<file path="config.mk">
export PLATFORM = sky130hd
export DESIGN_NAME = jericalla_evo_core_flat
export DESIGN_NICKNAME = d
export VERILOG_FILES = /design/src/rtl/jericalla_pkg.sv /design/src/rtl/jericalla_if.sv /design/src/rtl/jericalla_alu.sv /design/src/rtl/jericalla_evo_core.sv /design/src/flat_wrapper.sv
export SDC_FILE = /design/constraint.sdc
export NUM_CORES = 2
export LEC_CHECK = 0
export CORE_MARGIN = 2
export CORE_UTILIZATION = 60
export CTS_CLUSTER_DIAMETER = 100
export DETAILED_ROUTE_END_ITERATION = 16
export GPL_ROUTABILITY_DRIVEN = 1
export HOLD_SLACK_MARGIN = 0.03
export PLACE_DENSITY = 0.74
export SLEW_MARGIN = 5
export SYNTH_ARGS = -nofsm -noshare
export SYNTH_HDL_FRONTEND = slang
export SYNTH_SLANG_ARGS = --single-unit
export TNS_END_PERCENT = 1
</file>
<file path="constraint.sdc">
create_clock -name clk_jericalla -period 5.75 [get_ports clk_jericalla]
set_input_delay 0.8625 -clock clk_jericalla [delete_from_list [all_inputs] [get_ports clk_jericalla]]
set_output_delay 0.8625 -clock clk_jericalla [all_outputs]
set_load 0.03 [all_outputs]
</file>
<file path="src/rtl/jericalla_pkg.sv">
// Shared types and constants for the jericalla register-file/ALU datapath.
// Build option JERICALLA_SLL_EN turns opcode 111 from NOP into shift-left-logical.
package jericalla_pkg;

  localparam int DATA_W   = 32;
  localparam int ADDR_W   = 5;
  localparam int NUM_REGS = 1 << ADDR_W;
  localparam int SHAMT_W  = $clog2(DATA_W);
  localparam int INSTR_W  = 18;

  localparam int OP_MSB = 17;
  localparam int OP_LSB = 15;
  localparam int RS_MSB = 14;
  localparam int RS_LSB = 10;
  localparam int RT_MSB = 9;
  localparam int RT_LSB = 5;
  localparam int RD_MSB = 4;
  localparam int RD_LSB = 0;

  typedef enum logic [2:0] {
    OP_ADD = 3'b000,
    OP_SUB = 3'b001,
    OP_AND = 3'b010,
    OP_OR  = 3'b011,
    OP_NOR = 3'b100,
    OP_XOR = 3'b101,
    OP_SLT = 3'b110,
`ifdef JERICALLA_SLL_EN
    OP_SLL = 3'b111
`else
    OP_NOP = 3'b111
`endif
  } op_e;

  typedef struct packed {
    op_e               op;
    logic [ADDR_W-1:0] rs;
    logic [ADDR_W-1:0] rt;
    logic [ADDR_W-1:0] rd;
  } instr_t;

  function automatic instr_t decode_instr(input logic [INSTR_W-1:0] raw);
    instr_t d;
    d.op = op_e'(raw[OP_MSB:OP_LSB]);
    d.rs = raw[RS_MSB:RS_LSB];
    d.rt = raw[RT_MSB:RT_LSB];
    d.rd = raw[RD_MSB:RD_LSB];
    return d;
  endfunction

endpackage

</file>
<file path="src/rtl/jericalla_if.sv">
// Instruction-in / result-out bundle between the instruction source and the core.
interface jericalla_if;
  import jericalla_pkg::*;

  logic [INSTR_W-1:0] instruccion;
  logic               zf_jericalla;
  logic [DATA_W-1:0]  dataOut_jericalla;

  modport master (output instruccion, input  zf_jericalla, input  dataOut_jericalla);
  modport slave  (input  instruccion, output zf_jericalla, output dataOut_jericalla);
endinterface

</file>
<file path="src/rtl/jericalla_alu.sv">
// Combinational ALU: (op, a, b) -> result, modulo 2^DATA_W.
module jericalla_alu
  import jericalla_pkg::*;
(
  input  op_e               op_i,
  input  logic [DATA_W-1:0] a_i,
  input  logic [DATA_W-1:0] b_i,
  output logic [DATA_W-1:0] result_o
);

  always_comb begin
    result_o = '0;
    case (op_i)
      OP_ADD: result_o = a_i + b_i;
      OP_SUB: result_o = a_i - b_i;
      OP_AND: result_o = a_i & b_i;
      OP_OR:  result_o = a_i | b_i;
      OP_NOR: result_o = ~(a_i | b_i);
      OP_XOR: result_o = a_i ^ b_i;
      OP_SLT: result_o = {{(DATA_W-1){1'b0}}, ($signed(a_i) < $signed(b_i))};
`ifdef JERICALLA_SLL_EN
      OP_SLL: result_o = a_i << b_i[SHAMT_W-1:0];
`endif
      default: result_o = '0;
    endcase
  end

endmodule

</file>
<file path="src/rtl/jericalla_evo_core.sv">
// Single-cycle datapath: 32x32 register file, ALU, registered result and zero flag.
// Build option JERICALLA_SLL_EN makes opcode 111 a shift-left instead of a NOP.
module jericalla_evo_core
  import jericalla_pkg::*;
(
  input logic        clk_jericalla,
  input logic        rst_n_jericalla,
  jericalla_if.slave bus
);

  instr_t            instr;
  logic [DATA_W-1:0] rf_q [NUM_REGS];
  logic [DATA_W-1:0] op_a;
  logic [DATA_W-1:0] op_b;
  logic [DATA_W-1:0] alu_result;
  logic [DATA_W-1:0] dout_q, dout_d;
  logic              zf_q, zf_d;
  logic              wr_en;

  assign instr = decode_instr(bus.instruccion);
  assign op_a  = rf_q[instr.rs];
  assign op_b  = rf_q[instr.rt];

  jericalla_alu u_alu (
    .op_i     (instr.op),
    .a_i      (op_a),
    .b_i      (op_b),
    .result_o (alu_result)
  );

`ifdef JERICALLA_SLL_EN
  assign wr_en = 1'b1;
`else
  assign wr_en = (instr.op != OP_NOP);
`endif

  always_comb begin
    dout_d = dout_q;
    zf_d   = zf_q;
    if (wr_en) begin
      dout_d = alu_result;
      zf_d   = (alu_result == '0);
    end
  end

  // NOTE: the register file is reset (RF[i] = i), so it must be built from flops;
  // a RAM macro without reset could not provide this start state.
  always_ff @(posedge clk_jericalla or negedge rst_n_jericalla) begin
    if (!rst_n_jericalla) begin
      for (int i = 0; i < NUM_REGS; i++) rf_q[i] <= DATA_W'(i);
      dout_q <= '0;
      zf_q   <= 1'b1;
    end else begin
      // NOTE: non-blocking writes mean rd==rs/rt reads see the pre-edge value.
      dout_q <= dout_d;
      zf_q   <= zf_d;
      if (wr_en) rf_q[instr.rd] <= alu_result;
    end
  end

  assign bus.dataOut_jericalla = dout_q;
  assign bus.zf_jericalla      = zf_q;

endmodule

</file>
<file path="src/flat_wrapper.sv">
// flat-port wrapper written by rule: the top's interface ports become plain ports
module jericalla_evo_core_flat import jericalla_pkg::*;
  (clk_jericalla, rst_n_jericalla, bus_instruccion, bus_zf_jericalla, bus_dataOut_jericalla);
  jericalla_if bus_i ();
  input logic clk_jericalla;
  input logic rst_n_jericalla;
  input wire logic [$bits(bus_i.instruccion)-1:0] bus_instruccion;
  output wire logic [$bits(bus_i.zf_jericalla)-1:0] bus_zf_jericalla;
  output wire logic [$bits(bus_i.dataOut_jericalla)-1:0] bus_dataOut_jericalla;
  assign bus_i.instruccion = bus_instruccion;
  assign bus_zf_jericalla = bus_i.zf_jericalla;
  assign bus_dataOut_jericalla = bus_i.dataOut_jericalla;
  jericalla_evo_core u_core (.clk_jericalla(clk_jericalla), .rst_n_jericalla(rst_n_jericalla), .bus(bus_i));
endmodule
</file>
==> run metrics <==
status completed; Clk pwr share 0.204; Post-Syn Area per Cell 11.26 um2; CTS Root Cell clkbuf_16; largest net degree at the start of global routing 162; Top FF cell, synth dfrtp_1; post-synth top area cell dfrtp_1; FF/Latch Area 26,550 um2; routed length per instance roughly 28 um; Hold Crit Class input pin to asynchronous set/reset pin; max cap viols 0; H-tree levels 3; drt drc 0; Worst Path Max Fanout 34; top-count cell post-synth nand2_1; most frequent cells after synthesis nand2_1, dfrtp_1, o21ai_0; Max clock buf depth 3; Finished Core Util 0.6980; port bufs 52; drt total wl 192,000 um; Pint 0.02261 W; Post-synth EDFFs 0; Starting Density 0.6061; Slew headroom 0.1648; TritonCTS Buffers 108; Congestion Overflow GR 0; gr usage total 0.3921; Core Region 96,850 um2; DP Wirelength ~120,000 um; die area 100,300 um2; min Tclk post-route 5576 ps; Clock Sinks between 1,000 and 1,500; clk_lat worst skew 740 ps; Synth top area share 0.4161; Rows 114; Layout Nets 5,498; TritonCTS clock tree done; Worst-Margin Slew between 1000 and 1500 ps; layout cells sized above 1 0.2850; cell leakage power 29.78 nW; width of the die 316.8 um; IO Count 53; sequential share of the synthesized area 0.4523; crit path kind input pin to flip-flop; final setup vio count 0; Multi-input gate area roughly 30,000 um2; DR vias around 47,000; max frequency 179.3 MHz; combinational fraction of design power 0.442; diode count 0; Post-Syn Area about 59,000 um2; routability cong. 1.020; CTS clk-pin slew, worst paths about 70 ps; crit path DAT 6120 ps; P&R area growth vs syn 15.17%; TNS Setup 0 ps; initial antenna violation count 3; Syn Nets 5,335; Final Max Tran Viols 0; Final ANT Viol Nets 0; post-place setup slack -504.5 ps; Vias/cell 6.929; fill cell count about 6,700; switching pwr 0.01386 W; crit end category flip-flop; sequential fraction of design power 0.354; Synth cell types 85; Max VDD drop 0.0004100 V; First-pass DRT Iterations 6; Critical Path Start Type input pin; P per Cell Area 539.5 nW/um2; Switching Fraction 0.3799; Yosys reg bits 1,057; Worst Skew 37.92 ps; Final Hold Fails 0; global-route wire length before repair between 200,000 and 300,000 um; vias in the first global route 46,950; Yosys warning total 0; post-synthesis instance total 5,214; Die H 316.8 um; crit share post-route 0.9698; Starting DRT DRC Count 6,310; top cells by area, synth dfrtp_1, mux4_2, o21ai_0; Req. time, crit path 6300 ps; RSZ-0062 raised after global routing true; Synth async-reset ratio 1.000; final worst slack between 150 and 200 ps
## registers in the layout (all words and copies together) (netlist names)
| name | cells |
|---|---|
| u_core.bus.dataOut_jericalla | 32 |
| u_core.bus.zf_jericalla | 1 |
| u_core.rf_q | 1024 |
## layer usage
layer  global-route usage  share of wire  up-vias
met5                    0       0.000068        -
met4               0.1883          0.055        2
met3              0.09776           0.12      703
met2               0.5958           0.46     3074
met1               0.5377           0.37    23530
li1                     -              -    19400
## worst max-delay path, cell delays in order
cell,delay (ps)
buf_8,170
buf_12,250
buf_12,220
mux4_2,520
mux4_2,480
mux2i_1,260
buf_4,190
ha_1,280
o21ba_1,230
a2111o_1,480
a211oi_2,360
o31a_1,250
o2111ai_1,200
a21oi_2,280
o311a_1,220
xnor2_1,100
a221oi_4,290
buf_12,280
o21ai_1,120
## cell type report
class | instances | area share
Tap cell | 1276 | 0.02362
Multi-Input combinational cell | 3560 | 0.4485
Inverter | 94 | 0.005219
Sequential cell | 1057 | 0.3928
Clock buffer | 141 | 0.04496
Timing Repair Buffer | 556 | 0.07479
Clock inverter | 56 | 0.01020
## cell usage in the layout, fill, tap and decap left out, types with 32 or more instances in the layout
cell / Yosys / routed
clkbuf_16: 0 / 110
o21ai_1: 97 / 96
ha_1: 99 / 99
o21ai_0: 921 / 921
clkdlybuf4s50_1: 0 / 40
a21oi_1: 87 / 83
mux4_2: 641 / 641
buf_12: 0 / 59
inv_1: 85 / 85
nand2_4: 0 / 32
nand2_1: 1156 / 1124
dfrtp_1: 976 / 976
mux2i_1: 73 / 72
buf_4: 0 / 447
nor2_1: 79 / 77
dfstp_2: 81 / 81
## stage by stage
stage          total power (W)  std cells  hold WS (ps)  instance area, um2
2_1_floorplan          0.02201       5214         458.5               58840
3_3_place_gp           0.02796       6543         458.1               63860
3_5_place_dp           0.02862       6543         462.8               63860
4_1_cts                0.03614       6740         263.6               67590
5_1_grt                0.03832       6740         308.0               67600
6_report               0.03647       6740         240.1               67600
## cells by family after synthesis
family | count (synthesis) | share of synthesized area
AO/OA/AOI/OAI | 1333 | 0.1274
XOR/XNOR | 18 | 0.002686
adder cells (fa/ha/maj) | 101 | 0.02179
buffers and inverters | 597 | 0.03935
flip-flops | 1057 | 0.4523
multiplexers | 743 | 0.2640
AND/OR/NAND/NOR | 1365 | 0.09247
## timing repair
action / 4_1_cts / 5_1_grt
buffers inserted: 0 / 0
gates resized for setup: 0 / 3
setup endpoints to repair: 0 / 40
hold buffers: 0 / 0
## final timing paths
kind | slack, ps | depth (start not counted) | end | start
worst min register to register | 470 | 2 | u_core.bus.dataOut_jericalla[6] | u_core.bus.dataOut_jericalla[6]
worst max register to register | 360 | 17 | u_core.rf_q[990] | u_core.rf_q[416]
min in group clk_jericalla | 470 | 2 | u_core.bus.dataOut_jericalla[6] | u_core.bus.dataOut_jericalla[6]
max in group asynchronous | 3970 | 2 | u_core.rf_q[126] | rst_n_jericalla
worst max-delay path | 170 | 19 | u_core.rf_q[990] | bus_instruccion[5]
worst min-delay path | 240 | 1 | u_core.rf_q[166] | rst_n_jericalla
## power groups by stage
stage / clock, W / combinational [W] / sequential, W
floorplan: 0 / 0.00976 / 0.0123
global placement: 0 / 0.0154 / 0.0126
detailed placement: 0 / 0.0158 / 0.0128
CTS: 0.00747 / 0.0159 / 0.0128
global route: 0.00776 / 0.0173 / 0.0132
finish: 0.00743 / 0.0161 / 0.0129
(Power assumes the default switching activity.)
